$ cat src/rtl/result_serializer.sv
// result_serializer
//   Captures a multi-byte result frame and sends it out one byte at a time
//   over a valid/ready byte stream, least significant byte first.
//
// Ports
//   clk          : single clock, all state updates on its rising edge
//   rst_n        : synchronous active-low reset
//   ena          : global enable; when low every register holds
//   result       : NUM_BYTES*BYTE_W bit frame to serialize
//   result_valid : result is valid this cycle
//   byte_ready   : downstream accepts byte_out this cycle
//   clr_ovf      : clears the sticky overflow flag
//   byte_out     : current serialized byte (0 outside SEND)
//   byte_valid   : byte_out holds a valid byte
//   byte_last    : byte_out is the final byte of the frame
//   busy         : a frame is being transmitted
//   frame_done   : one-cycle pulse after the final byte is accepted
//   overflow     : sticky, set when a result arrived while busy and was dropped
//
// State  | meaning
// -------+-------------------------------------------------------------
// IDLE   | no frame held; waiting for result_valid
// SEND   | presenting byte idx_q of the captured frame
// DONE   | final byte accepted; frame_done pulse; may capture next frame

module result_serializer #(
  parameter int NUM_BYTES = 9,
  parameter int BYTE_W    = 8
) (
  input  logic                        clk,
  input  logic                        rst_n,
  input  logic                        ena,
  input  logic [NUM_BYTES*BYTE_W-1:0] result,
  input  logic                        result_valid,
  input  logic                        byte_ready,
  input  logic                        clr_ovf,
  output logic [BYTE_W-1:0]           byte_out,
  output logic                        byte_valid,
  output logic                        byte_last,
  output logic                        busy,
  output logic                        frame_done,
  output logic                        overflow
);

  localparam int IDX_W   = (NUM_BYTES > 1) ? $clog2(NUM_BYTES) : 1;
  localparam int FRAME_W = NUM_BYTES * BYTE_W;
  localparam logic [IDX_W-1:0] LAST_IDX = IDX_W'(NUM_BYTES - 1);

  typedef enum logic [1:0] {
    IDLE = 2'd0,
    SEND = 2'd1,
    DONE = 2'd2
  } state_t;

  state_t             state_q;
  state_t             state_d;
  logic [IDX_W-1:0]   idx_q;
  logic [IDX_W-1:0]   idx_d;
  logic [FRAME_W-1:0] captured_q;
  logic               capture;
  logic               drop;
  logic               overflow_q;

  logic [BYTE_W-1:0] frame_bytes [NUM_BYTES];

  for (genvar g = 0; g < NUM_BYTES; g++) begin : g_bytes
    assign frame_bytes[g] = captured_q[g*BYTE_W +: BYTE_W];
  end

  always_ff @(posedge clk) begin
    if (!rst_n) begin
      state_q <= IDLE;
    end else if (ena) begin
      state_q <= state_d;
    end
  end

  // Next-state logic. With ena low nothing may change, so every decision
  // is gated on ena and the defaults keep the current values.
  always_comb begin
    state_d = state_q;
    idx_d   = idx_q;
    capture = 1'b0;
    drop    = 1'b0;
    if (ena) begin
      case (state_q)
        IDLE: begin
          if (result_valid) begin
            capture = 1'b1;
            idx_d   = '0;
            state_d = SEND;
          end
        end
        SEND: begin
          // An arriving result cannot preempt the in-flight frame.
          drop = result_valid;
          if (byte_ready) begin
            if (idx_q == LAST_IDX) begin
              state_d = DONE;
            end else begin
              idx_d = idx_q + 1'b1;
            end
          end
        end
        DONE: begin
          if (result_valid) begin
            capture = 1'b1;
            idx_d   = '0;
            state_d = SEND;
          end else begin
            state_d = IDLE;
          end
        end
        default: begin
          state_d = IDLE;
          idx_d   = '0;
        end
      endcase
    end
  end

  always_ff @(posedge clk) begin
    if (!rst_n) begin
      idx_q      <= '0;
      captured_q <= '0;
    end else if (ena) begin
      idx_q <= idx_d;
      if (capture) begin
        captured_q <= result;
      end
    end
  end

  // Set has priority over clear so a drop is never lost.
  always_ff @(posedge clk) begin
    if (!rst_n) begin
      overflow_q <= 1'b0;
    end else if (ena) begin
      if (drop) begin
        overflow_q <= 1'b1;
      end else if (clr_ovf) begin
        overflow_q <= 1'b0;
      end
    end
  end

  // Outputs decode directly from registered state, so they hold whenever
  // the registers hold (ena low) and clear together with reset.
  always_comb begin
    byte_out   = '0;
    byte_valid = 1'b0;
    byte_last  = 1'b0;
    busy       = 1'b0;
    frame_done = 1'b0;
    case (state_q)
      SEND: begin
        byte_out   = frame_bytes[idx_q];
        byte_valid = 1'b1;
        byte_last  = (idx_q == LAST_IDX);
        busy       = 1'b1;
      end
      DONE: begin
        frame_done = 1'b1;
      end
      default: begin
      end
    endcase
  end

  assign overflow = overflow_q;

endmodule

$ cat config.mk
export PLATFORM = sky130hd
export DESIGN_NAME = result_serializer
export DESIGN_NICKNAME = d
export VERILOG_FILES = /design/src/rtl/result_serializer.sv
export SDC_FILE = /design/constraint.sdc
export NUM_CORES = 1
export LEC_CHECK = 0
export CAP_MARGIN = 25
export CORE_UTILIZATION = 40
export CTS_CLUSTER_DIAMETER = 100
export DETAILED_ROUTE_END_ITERATION = 6
export GPL_TIMING_DRIVEN = 0
export PLACE_DENSITY = 0.67
export SYNTH_ARGS = -nofsm -noshare
export SYNTH_HDL_FRONTEND = slang
export SYNTH_SLANG_ARGS = --single-unit
$ cat constraint.sdc
create_clock -name clk -period 1.4 [get_ports clk]
set_input_delay 0.21 -clock clk [delete_from_list [all_inputs] [get_ports clk]]
set_output_delay 0.21 -clock clk [all_outputs]
set_load 0.01 [all_outputs]
* Yosys cells after proc, flatten, opt, wreduce, memory -nomap -nowiden *
Cells that the tools add are included.

storage, ports and cells
  register bits after elaboration = 79
  latch bits = 0
  memory bits (writable) = 0
  memory bits (read-only) = 0
  input port bits = 78
  memories kept = 0

operators by class
  add/subtract/negate cells = 1
  multiply operators = 0
  divide/modulo/power cells = 0
  order comparisons = 1
  eq/ne operators = 8
  shifts and indexed selects = 0
  multiplexer cells = 23
  bitwise gates (word level) = 1
  reductions and logical operators = 7

operator list
  kind                                                       count
  binary-select mux 8 bit (select 4 bit)                     1
  two-way mux 8 bit                                          3
  two-way mux 4 bit                                          3
  two-way mux 1 bit                                          11
  inequality test 2 bit (second input constant)              4
  one-hot mux 4 bit (2 select lines)                         1
  AND reduction 4 bit                                        2
  two-way mux 2 bit                                          3
  one-hot mux 2 bit (3 select lines)                         1
  greater-or-equal comparator 5 bit (second input constant)  1
  inverter 4 -> 5 bit                                        1
  adder 4 x 1 -> 4 bit (second input constant)               1
  equality test 4 bit (second input constant)                1
  AND reduction 2 bit                                        2
  equality test 2 x 1 -> 1 bit (second input constant)       1
  equality test 2 bit (second input constant)                1
  logical NOT 2 bit                                          1
  inequality test 2 x 1 -> 1 bit (second input constant)     1
  nonzero test 2 bit                                         1
  OR reduction 2 bit                                         1

* Longest topological paths before layout *
  depth in word-level cells = 5
  mapped depth = 7
  depth with buffers taken out = 6

* Worst setup path after synthesis *
Ideal clock, no wire load.

  kind = reg-to-output
  start point = register idx_q[0]
  end point = output port byte_out[0]
  arrival time = 1.420 ns
  setup slack = -0.230 ns
  stages on the path, launching flop included = 6
  path buffers = 2
  cell sequence = dfxtp_1 -> buf_2 -> buf_2 -> mux4_2 -> a22oi_1 -> nand2_1

between the ends
  longest elaborated chain between the ends = 5

ends and longest elaborated chain
  item                                                   line  source
  start: declaration                                     57    logic [IDX_W-1:0] idx_q;
  start signal: assignment                               127   idx_q <= idx_d;
  inverter 4 -> 5 bit (not written as such)              157   byte_out = frame_bytes[idx_q];
  binary-select mux 8 bit (select 4 bit)                 157
  two-way mux 8 bit (not written as such) (2 in series)  157
  two-way mux 8 bit                                      155   case (state_q)
  end: declaration                                       37    output logic [BYTE_W-1:0] byte_out,

No other way between the ends. The select of a mux whose other input is x is not followed.

* Worst setup path after layout *
  start point = register idx_q[1]
  end point = output port byte_out[1]

Same word-level chain as after synthesis.

==> results.yml <==
clock_tree:
  cts.path.max_buffers: 2
  clkSinkCount: 79
  cts_tree: "done"
  hold_buffers: 0
  htreeDepth: 3
  clk_latency_ns: 0.35
  clk_pin_slew_worst_paths_ns: 0.09
  cts-buffers-inserted: 9
  cts-root-buf: "clkbuf_8"
timing:
  period_minus_slack_ns: 2.04
  hold_ws_ns: 0.249
  clock.fmax_mhz: 491
  setup_viol: 16
  maxSlewViolCount: 0
  min_period_over_period_pct: 146
  finClkSkew_ns: 0.00797
  hold_viol: 0
  slew_headroom_pct: 64.7
  worst_pin_slew_ns: 0.529
  fin_ws_ns: -0.638
  rsz0062_at_grt: "yes"
floorplanning:
  io_pins: 91
  die-area_mm2: 0.00940
  dieHeight_um: 96.9
  num_rows: 34
  start_util_pct: 41.3
  die_w_um: 96.9
  core_region_area_mm2: 0.00872
logic_synthesis:
  yosysMostFrequentCell: "nand2_1"
  async_reset_ff_share_pct: 0
  ys_warn_count: 0
  synth.top_cells.by_count: "163 x nand2_1, 79 x dfxtp_1, 74 x a21boi_0"
  synth_top_area_cell: "dfxtp_1"
  netlist_top_cells_area: "dfxtp_1 44%, nand2_1 17%, a21boi_0 15%"
  syn_inst: 413
  avgSynthCellArea_um2: 8.73
  synth_edf_count: 0
  syn_area_mm2: 0.00361
  synth_ff_type: "dfxtp_1"
  synth.ff_latch_count: 79
  ys_seq_area_share_pct: 43.9
  syn-num-nets: 493
  synthDistinctLibCells: 33
  synth_top_area_share_pct: 43.9
power_and_ir_drop:
  internal_power_w: 0.00381
  power.share.switching_pct: 24.3
  p_total_w: 0.00503
  p_comb_share_pct: 13.8
  power_switching_w: 0.00122
  p_per_area_mw_per_mm2: 954
  clkPwrFrac_pct: 38.5
  sequentialPowerShare_pct: 47.7
  leakagePower_nw: 1.94
  worst_ir_drop_vdd_mv: 0.566
global_routing:
  grt-ovfl-total: 0
  antenna_found_initial: 0
  grt_usage_pct: 22.1
  grt_max_degree: 15
  grt_pass1_vias: 3248
  grt_pass1_wl_um: 16200
detailed_routing:
  route.detailed.drc: 0
  wl_per_cell_um: 15.5
  firstDrtPassIters: 4
  ant_nets: 0
  wirelength_um: 10000
  num_vias: 3278
  routed_via_density: 5.06
  drt-initial-drc-count: 141
final_layout:
  drive_gt1_share_pct: 21.9
  diodes: 0
  fin_nets: 615
  multi_input_comb_area_mm2: 0.00196
  register_area_mm2: 0.00159
  syn_to_final_growth_pct: 46.2
  fillers: 752
  final_util_pct: 60.4
  post-route-cell-area_mm2: 0.00527
  finish.cell_count_without_fillers: 648
placement:
  dp.cells: 610
  gp_congestion: 0.817
  postPlaceCellArea_mm2: 0.00466
  hpwl_um: 7140
  numPortBuffers: 89
worst_setup_path:
  crit_required_ns: 1.19
  reg2regPathDepth: 9
  critPathKind: "reg2out"
  r2r_start: "idx_q[1]"
  cp-start-kind: "register"
  reg2reg_slack_ns: -0.37
  crit_fanout: 5
  arrival_ns: 1.83
  endpoint_kind: "primary output"
  r2r_end: "idx_q[2]"
outcome:
  violations: "setup timing"
  status: "complete, but fails checks"
hold_path:
  hp-class: "in2reg"
  hold_path_depth: 2
  hold_path_end: "captured_q[61]"
  min-delay-start: "rst_n"
job:
  maxCapViolations: 0
[what timing repair did]
action	CTS	global route
pin swaps	20	15
setup endpoints to repair	89	32
buffers inserted	17	4
gates resized for setup	89	22
gates cloned	2	1
[layer usage]
metal  vias up  part of all wire [%]  track usage [%]
li1       1627                     -                -
met1      1541                    45             28.8
met2        90                    49             36.5
met3        20                   4.2             3.25
met4         0                   2.0             9.30
met5         -                     0                0
[cell families (layout without fill, tap and decap cells)]
family	count (synthesis)	after routing	synth area share [%]
simple gates	187	187	21.2
buf+inv	36	163	4.82
fa+ha+maj	2	2	0.694
flops	79	79	43.9
mux	16	16	9.99
compound gates	93	93	19.4
[layout make-up]
type | count | area share [%]
clock inverters | 6 | 1.71
plain buffers | 29 | 4.27
inverters | 6 | 0.760
flip-flops and latches | 79 | 30.2
well taps | 108 | 2.56
multi-input cells | 298 | 37.2
clock buffers | 10 | 2.61
repair buffers | 112 | 20.6
[worst max-delay path by stage]
stage	from	to	slack, ns
3_3_place_gp	ena	captured_q[54]	-0.70
3_5_place_dp	ena	captured_q[4]	-0.81
5_1_grt	idx_q[1]	byte_out[3]	-0.71
6_report	idx_q[1]	byte_out[1]	-0.64
2_1_floorplan	idx_q[0]	byte_out[6]	-0.04
4_1_cts	idx_q[1]	byte_out[6]	-0.71
[cells in the final DEF, fill, tap and decap left out, drive strengths merged, types with 2 or more instances in the layout]
master and instances:
nand2 164, dfxtp 79, a21boi 76, clkdlybuf4s50 74, buf 49, clkbuf 25, mux4 16, a22oi 8
inv 7, nor2 6, o21ai 4, dlygate4sd2 3, a21oi 3, nor2b 2, or3 2, nand3 2
or4 2, bufinv 2, clkinv 2, nor3b 2, nor3 2, ha 2
[critical path: stages (launching register included)]
cell     delay (ns)
dfxtp_4        0.39
buf_12         0.13
mux4_2         0.52
a22oi_2        0.21
nand2_1        0.07
buf_2          0.14
[sequential cells by signal (all words and copies together) (netlist names)]
| signal | count |
|---|---|
| state_q | 2 |
| captured_q | 72 |
| overflow | 1 |
| idx_q | 4 |
[power groups by stage]
stage                     Clock [W]  Sequential [W]  Combinational [W]
final                       0.00194         0.00240           0.000695
after global routing        0.00208         0.00241           0.000753
after CTS                   0.00196         0.00240           0.000669
after detailed placement          0         0.00246           0.000616
after global placement            0         0.00245           0.000607
after floorplan                   0         0.00243           0.000294
[through the flow]
stage	worst slack (ns)	setup TNS [ns]
final	-0.638	-6.40
after global routing	-0.711	-7.36
after CTS	-0.714	-6.92
after detailed placement	-0.809	-59.76
after global placement	-0.704	-53.96
after floorplan	-0.0363	-0.289
No activity file was read; power rests on OpenSTA's default activity.
